**src/rtl/stage2_pkg.sv**
```systemverilog
// Shared types and constants for the STAGE2 sequencer.
package stage2_pkg;

  localparam int DATA_W = 32;
  localparam int ADDR_W = 16;

  // mblock code that selects the PC path (never reads a RAM operand)
  localparam logic [2:0] MBLOCK_PC = 3'b111;
  // mblock bit that, when set, means the operand does not come from RAM
  localparam int MBLOCK_IMM_BIT = 2;

  typedef enum logic [2:0] {
    S_IDLE  = 3'd0,
    S_READ  = 3'd1,
    S_EXEC  = 3'd2,
    S_WRITE = 3'd3,
    S_DONE  = 3'd4
  } state_t;

  // True when the instruction needs a RAM operand read before the ALU result is usable.
  function automatic logic needs_ram_read(input logic [2:0] mblock);
    return (mblock != MBLOCK_PC) && (mblock[MBLOCK_IMM_BIT] == 1'b0);
  endfunction

endpackage

```
**src/rtl/stage2_sequencer_ack_timer.sv**
```systemverilog
// Ack watchdog: counts cycles spent waiting for a RAM handshake.
// 'expired' is high during the last allowed wait cycle (count == LIMIT-1).
module ack_timer #(
  parameter int LIMIT = 255
) (
  input  logic clk,
  input  logic reset,
  input  logic clear,
  input  logic enable,
  output logic expired
);

  localparam logic [7:0] LAST = 8'(LIMIT - 1);

  logic [7:0] count_q;
  logic [7:0] count_d;

  // Next count: clear wins over enable; otherwise hold.
  always_comb begin
    count_d = count_q;
    if (clear) begin
      count_d = 8'd0;
    end else if (enable) begin
      count_d = count_q + 8'd1;
    end else begin
      count_d = count_q;
    end
  end

  // Counter register.
  always_ff @(posedge clk or posedge reset) begin
    if (reset) begin
      count_q <= 8'd0;
    end else begin
      count_q <= count_d;
    end
  end

  assign expired = (count_q == LAST);

endmodule

```
**src/rtl/stage2_sequencer.sv**
```systemverilog
// Multi-cycle controller for the STAGE2 datapath: accept one instruction, hold the
// STAGE2 selects, optionally read a RAM operand, sample the ALU, optionally write back,
// then hand the result and branch decision downstream.
module stage2_sequencer
  import stage2_pkg::*;
#(
  parameter int ACK_TIMEOUT = 255
) (
  input  logic              clk,
  input  logic              reset,
  input  logic              in_valid,
  output logic              in_ready,
  input  logic [2:0]        in_mblock,
  input  logic [3:0]        in_alu_op,
  input  logic [7:0]        in_vr_source,
  input  logic [7:0]        in_vrw_source,
  input  logic              in_wb_en,
  input  logic              in_is_branch,
  output logic [2:0]        s2_mblock,
  output logic [3:0]        s2_alu_op,
  output logic [7:0]        s2_vr_source,
  output logic [7:0]        s2_vrw_source,
  input  logic [ADDR_W-1:0] s2_ram_address,
  input  logic [DATA_W-1:0] s2_vw_value,
  input  logic              s2_alu_is_zero,
  output logic              ram_rd_req,
  input  logic              ram_rd_ack,
  output logic              ram_wr_req,
  input  logic              ram_wr_ack,
  output logic [ADDR_W-1:0] ram_wr_addr,
  output logic [DATA_W-1:0] ram_wr_data,
  output logic              out_valid,
  input  logic              out_ready,
  output logic [DATA_W-1:0] out_result,
  output logic              out_branch,
  output logic              timeout_err
);

  state_t              state_q, state_d;
  logic [2:0]          mblock_q, mblock_d;
  logic [3:0]          alu_op_q, alu_op_d;
  logic [7:0]          vr_q, vr_d;
  logic [7:0]          vrw_q, vrw_d;
  logic                wb_en_q, wb_en_d;
  logic                is_branch_q, is_branch_d;
  logic                from_read_q, from_read_d;
  logic [DATA_W-1:0]   result_q, result_d;
  logic [ADDR_W-1:0]   wr_addr_q, wr_addr_d;
  logic                branch_q, branch_d;
  logic                timeout_err_q, timeout_err_d;
  logic                in_ready_q, in_ready_d;
  logic                rd_req_q, rd_req_d;
  logic                wr_req_q, wr_req_d;
  logic                out_valid_q, out_valid_d;

  logic                timer_clear;
  logic                timer_en;
  logic                timer_expired;

  ack_timer #(
    .LIMIT(ACK_TIMEOUT)
  ) u_ack_timer (
    .clk     (clk),
    .reset   (reset),
    .clear   (timer_clear),
    .enable  (timer_en),
    .expired (timer_expired)
  );

  // Next-state, capture and handshake-flag logic; everything holds unless a state acts.
  always_comb begin
    state_d       = state_q;
    mblock_d      = mblock_q;
    alu_op_d      = alu_op_q;
    vr_d          = vr_q;
    vrw_d         = vrw_q;
    wb_en_d       = wb_en_q;
    is_branch_d   = is_branch_q;
    from_read_d   = from_read_q;
    result_d      = result_q;
    wr_addr_d     = wr_addr_q;
    branch_d      = branch_q;
    timeout_err_d = timeout_err_q;
    timer_en      = 1'b0;

    case (state_q)
      S_IDLE: begin
        if (in_valid) begin
          mblock_d    = in_mblock;
          alu_op_d    = in_alu_op;
          vr_d        = in_vr_source;
          vrw_d       = in_vrw_source;
          wb_en_d     = in_wb_en;
          is_branch_d = in_is_branch;
          from_read_d = needs_ram_read(in_mblock);
          state_d     = needs_ram_read(in_mblock) ? S_READ : S_EXEC;
        end else begin
          state_d = S_IDLE;
        end
      end
      S_READ: begin
        // RAM data is only guaranteed during the ack cycle, so the ALU is sampled here.
        if (ram_rd_ack) begin
          result_d  = s2_vw_value;
          branch_d  = is_branch_q & s2_alu_is_zero;
          wr_addr_d = s2_ram_address;
          state_d   = S_EXEC;
        end else if (timer_expired) begin
          timeout_err_d = 1'b1;
          state_d       = S_IDLE;
        end else begin
          timer_en = 1'b1;
        end
      end
      S_EXEC: begin
        if (!from_read_q) begin
          result_d  = s2_vw_value;
          branch_d  = is_branch_q & s2_alu_is_zero;
          wr_addr_d = s2_ram_address;
        end else begin
          result_d = result_q;
        end
        state_d = wb_en_q ? S_WRITE : S_DONE;
      end
      S_WRITE: begin
        if (ram_wr_ack) begin
          state_d = S_DONE;
        end else if (timer_expired) begin
          timeout_err_d = 1'b1;
          state_d       = S_IDLE;
        end else begin
          timer_en = 1'b1;
        end
      end
      S_DONE: begin
        if (out_ready) begin
          state_d = S_IDLE;
        end else begin
          state_d = S_DONE;
        end
      end
      default: begin
        state_d = S_IDLE;
      end
    endcase

    // The wait counter restarts whenever the state changes.
    timer_clear = (state_d != state_q);

    in_ready_d  = (state_d == S_IDLE);
    rd_req_d    = (state_d == S_READ);
    wr_req_d    = (state_d == S_WRITE);
    out_valid_d = (state_d == S_DONE);
  end

  // State, captured instruction, results and registered handshake outputs.
  always_ff @(posedge clk or posedge reset) begin
    if (reset) begin
      state_q       <= S_IDLE;
      mblock_q      <= 3'd0;
      alu_op_q      <= 4'd0;
      vr_q          <= 8'd0;
      vrw_q         <= 8'd0;
      wb_en_q       <= 1'b0;
      is_branch_q   <= 1'b0;
      from_read_q   <= 1'b0;
      result_q      <= 32'd0;
      wr_addr_q     <= 16'd0;
      branch_q      <= 1'b0;
      timeout_err_q <= 1'b0;
      in_ready_q    <= 1'b1;
      rd_req_q      <= 1'b0;
      wr_req_q      <= 1'b0;
      out_valid_q   <= 1'b0;
    end else begin
      state_q       <= state_d;
      mblock_q      <= mblock_d;
      alu_op_q      <= alu_op_d;
      vr_q          <= vr_d;
      vrw_q         <= vrw_d;
      wb_en_q       <= wb_en_d;
      is_branch_q   <= is_branch_d;
      from_read_q   <= from_read_d;
      result_q      <= result_d;
      wr_addr_q     <= wr_addr_d;
      branch_q      <= branch_d;
      timeout_err_q <= timeout_err_d;
      in_ready_q    <= in_ready_d;
      rd_req_q      <= rd_req_d;
      wr_req_q      <= wr_req_d;
      out_valid_q   <= out_valid_d;
    end
  end

  assign in_ready      = in_ready_q;
  assign s2_mblock     = mblock_q;
  assign s2_alu_op     = alu_op_q;
  assign s2_vr_source  = vr_q;
  assign s2_vrw_source = vrw_q;
  assign ram_rd_req    = rd_req_q;
  assign ram_wr_req    = wr_req_q;
  assign ram_wr_addr   = wr_addr_q;
  assign ram_wr_data   = result_q;
  assign out_valid     = out_valid_q;
  assign out_result    = result_q;
  assign out_branch    = branch_q;
  assign timeout_err   = timeout_err_q;

endmodule

```
**config.mk**
```make
export PLATFORM = sky130hd
export DESIGN_NAME = stage2_sequencer
export DESIGN_NICKNAME = d
export VERILOG_FILES = /design/src/rtl/stage2_pkg.sv /design/src/rtl/stage2_sequencer_ack_timer.sv /design/src/rtl/stage2_sequencer.sv
export SDC_FILE = /design/constraint.sdc
export NUM_CORES = 1
export LEC_CHECK = 0
export ABC_AREA = 1
export CAP_MARGIN = 20
export CORE_UTILIZATION = 41
export DETAILED_ROUTE_END_ITERATION = 10
export MAX_ROUTING_LAYER = met4
export PLACE_DENSITY_LB_ADDON = 0.12
export SETUP_SLACK_MARGIN = 0.2
export SKIP_CTS_REPAIR_TIMING = 1
export SLEW_MARGIN = 20
export SYNTH_ARGS = -nofsm -noshare
export SYNTH_HDL_FRONTEND = slang
export SYNTH_SLANG_ARGS = --single-unit
```
**constraint.sdc**
```tcl
create_clock -name clk -period 3.3 [get_ports clk]
set_input_delay 0.66 -clock clk [delete_from_list [all_inputs] [get_ports clk]]
set_output_delay 0.66 -clock clk [all_outputs]
set_load 0.01 [all_outputs]
```
==> reports/results.tsv <==
metric	value	unit
yosysMostFrequentCell	dfrtp_1	
die_area	10100	um^2
gp_congestion	0.802	
synth_top_area_share	0.569	
worst_pin_slew	0.720	ns
crit_chain	clkdlybuf4s50_1, nand4_2, o21ai_4, buf_12, mux2_1	
post_synth_and_or_nand_nor_area_fraction	0.0897	
dr.pass1.iters	4	
start_util	0.427	
rsz0062_at_grt	no	
grtUsageTotal	0.194	
cp_slowest_stage_delay	0.50	ns
p_leak	2.54	nW
critPathRequiredTime	3.52	ns
worstSetupStartpointType	primary input	
slew_headroom	0.518	
async_reset_ff_frac	1.00	
cp_top_family	buffers and inverters	
numCtsBuffers	9	
io_buffer_count	188	
slowest_stage	clkdlybuf4s50_1	
synth.distinct_cells	30	
antenna_found_initial	0	
clkTransAtPathRegs	0.08	ns
cp-end-kind	register	
die_w	100	um
synth.avg_cell_area	12.7	um^2
via_per_inst	4.64	
netlist_area	3960	um^2
path_buf_inv	2	
status	completed	
worstSetupPathType	primary input to register	
min_period_over_period	0.632	
grt-ovfl-total	0	
setup-tns-final	0	ns
cts-root-buf	clkbuf_8	
numClockSinks	91	
synthAdderAreaFrac	0.00632	
clock_skew	0.0128	ns
synth_edf_count	0	
drt_iter0_markers	56	
ir_drop	0.414	mV
syn_to_final_growth	50.5	%
fin_crit	2.08	ns
cp.arrival	2.31	ns
dp_cells	592	
grt_start_max_net_pins	85	
syn_nets	395	
synth_ff_type	dfrtp_1	
cp_max_fo	31	
power_density	977	nW/um^2
instances_no_fill	607	
grt_first_pass_wirelength	14400	um
drive_gt1_frac	0.136	
fp-row-count	35	
yosys_warnings	0	
synth_compound_area_frac	0.0167	
synth_top_area_cell	dfrtp_1	
drv_cap	0	
fmax	480	MHz
finalSetupViolCount	0	
wl	9050	um
die_height	100	um
slew_violations	0	
drc	0	
synth_top_family_by_area	multiplexers	
netlist_top_cells_count	dfrtp_1, mux2_1, buf_4	
ant_nets	0	
hpwl	6770	um
ys_seq_area_frac	0.575	
core-area	9280	um^2
wl_per_cell	14.9	um
n_antenna_cell	0	
muxShareOfSynthArea	0.202	
grt_pass1_vias	2850	
pin_count	189	
synth_xor_area_frac	0.0111	
ys_ff_latch	91	
htreeDepth	3	
clockBufferDepth	2	
worst_skew_pair.late_latency	0.35	ns
vias	2816	
hold_viol_final	0	
synth.area.top_cells	dfrtp_1, mux2_1, buf_4	
synthesis.instances	313	
nNetsFinal	556	
cts_tree	yes	
hold_class	register to register	
## kinds of logic after synthesis
family	after synthesis
buffers and inverters	65
DFF	91
AOI/OAI and AO/OA	9
muxes	71
adders and majority gates	2
and+or+nand+nor	70
xor gates and xnor gates	5
## registers in the layout (all words and copies together) (netlist names)
signal	count
out_result	32
ram_wr_addr	16
s2_vr_source	8
s2_vrw_source	8
u_ack_timer.count_q	8
s2_alu_op	4
s2_mblock	3
state_q	3
from_read_q	1
in_ready	1
is_branch_q	1
out_branch	1
out_valid	1
ram_rd_req	1
ram_wr_req	1
timeout_err	1
wb_en_q	1
## stage by stage
step,area (um^2),hold WS [ns],power (mW),setup WS (ns),util
final,5960,0.488,5.83,1.22,0.642
after global routing,5960,0.511,6.19,1.11,0.642
after CTS,5960,0.496,5.91,1.19,0.642
after detailed placement,5750,0.469,5.10,0.834,0.620
after global placement,5750,0.455,5.03,0.880,0.620
after floorplan,3960,0.466,3.66,0.278,-
## layout make-up
type,count,area (um^2)
Clock inverter,5,78.8
Inverter,25,95.1
Clock buffer,10,128
Multi-Input combinational cell,157,1300
Fill cell,756,3320
Tap cell,129,161
Sequential cell,91,2280
Timing Repair Buffer,190,1920
## worst paths after layout
path	end	startpoint	slack, ns	depth (start not counted)
max in group asynchronous	in_ready	reset	2.08	3
min in group asynchronous	out_result[3]	reset	0.51	2
max	out_result[25]	ram_rd_ack	1.22	5
min	s2_mblock[2]	s2_mblock[2]	0.49	2
min reg2reg	s2_mblock[2]	s2_mblock[2]	0.49	2
max reg2reg	out_result[25]	state_q[2]	1.23	5
## power by group
part	total [mW]	internal (mW)	leakage, nW	switching, mW
Sequential	1.98	1.65	1.09	0.332
Clock	0.802	0.422	0.106	0.380
Combinational	3.04	1.78	1.34	1.26
## routing by layer
metal  share of wire  global-route usage  vias to the layer above
met3           0.064              0.0550                        7
met2            0.50               0.328                      112
met4           0.011              0.0602                        0
met1            0.42               0.225                     1375
met5               0                   -                        -
li1                -                   -                     1322
## worst reg2reg max path, cell delays in order, from the launching register on
cell     delay [ns]
dfrtp_1        0.42
inv_2          0.16
nand3_1        0.13
o21ai_4        0.58
buf_12         0.29
mux2_1         0.36
## cell usage in the layout (no fill, tap or decap), drive strengths merged, types with 5 or more instances in the layout
cell and count:
nand2 27, nand3 11, nor2 21, clkbuf 10, inv 24, nand4 8, dfrtp 90, clkdlybuf4s50 188
a21oi 5, mux2 71
Power figures use the tool's default switching activity.
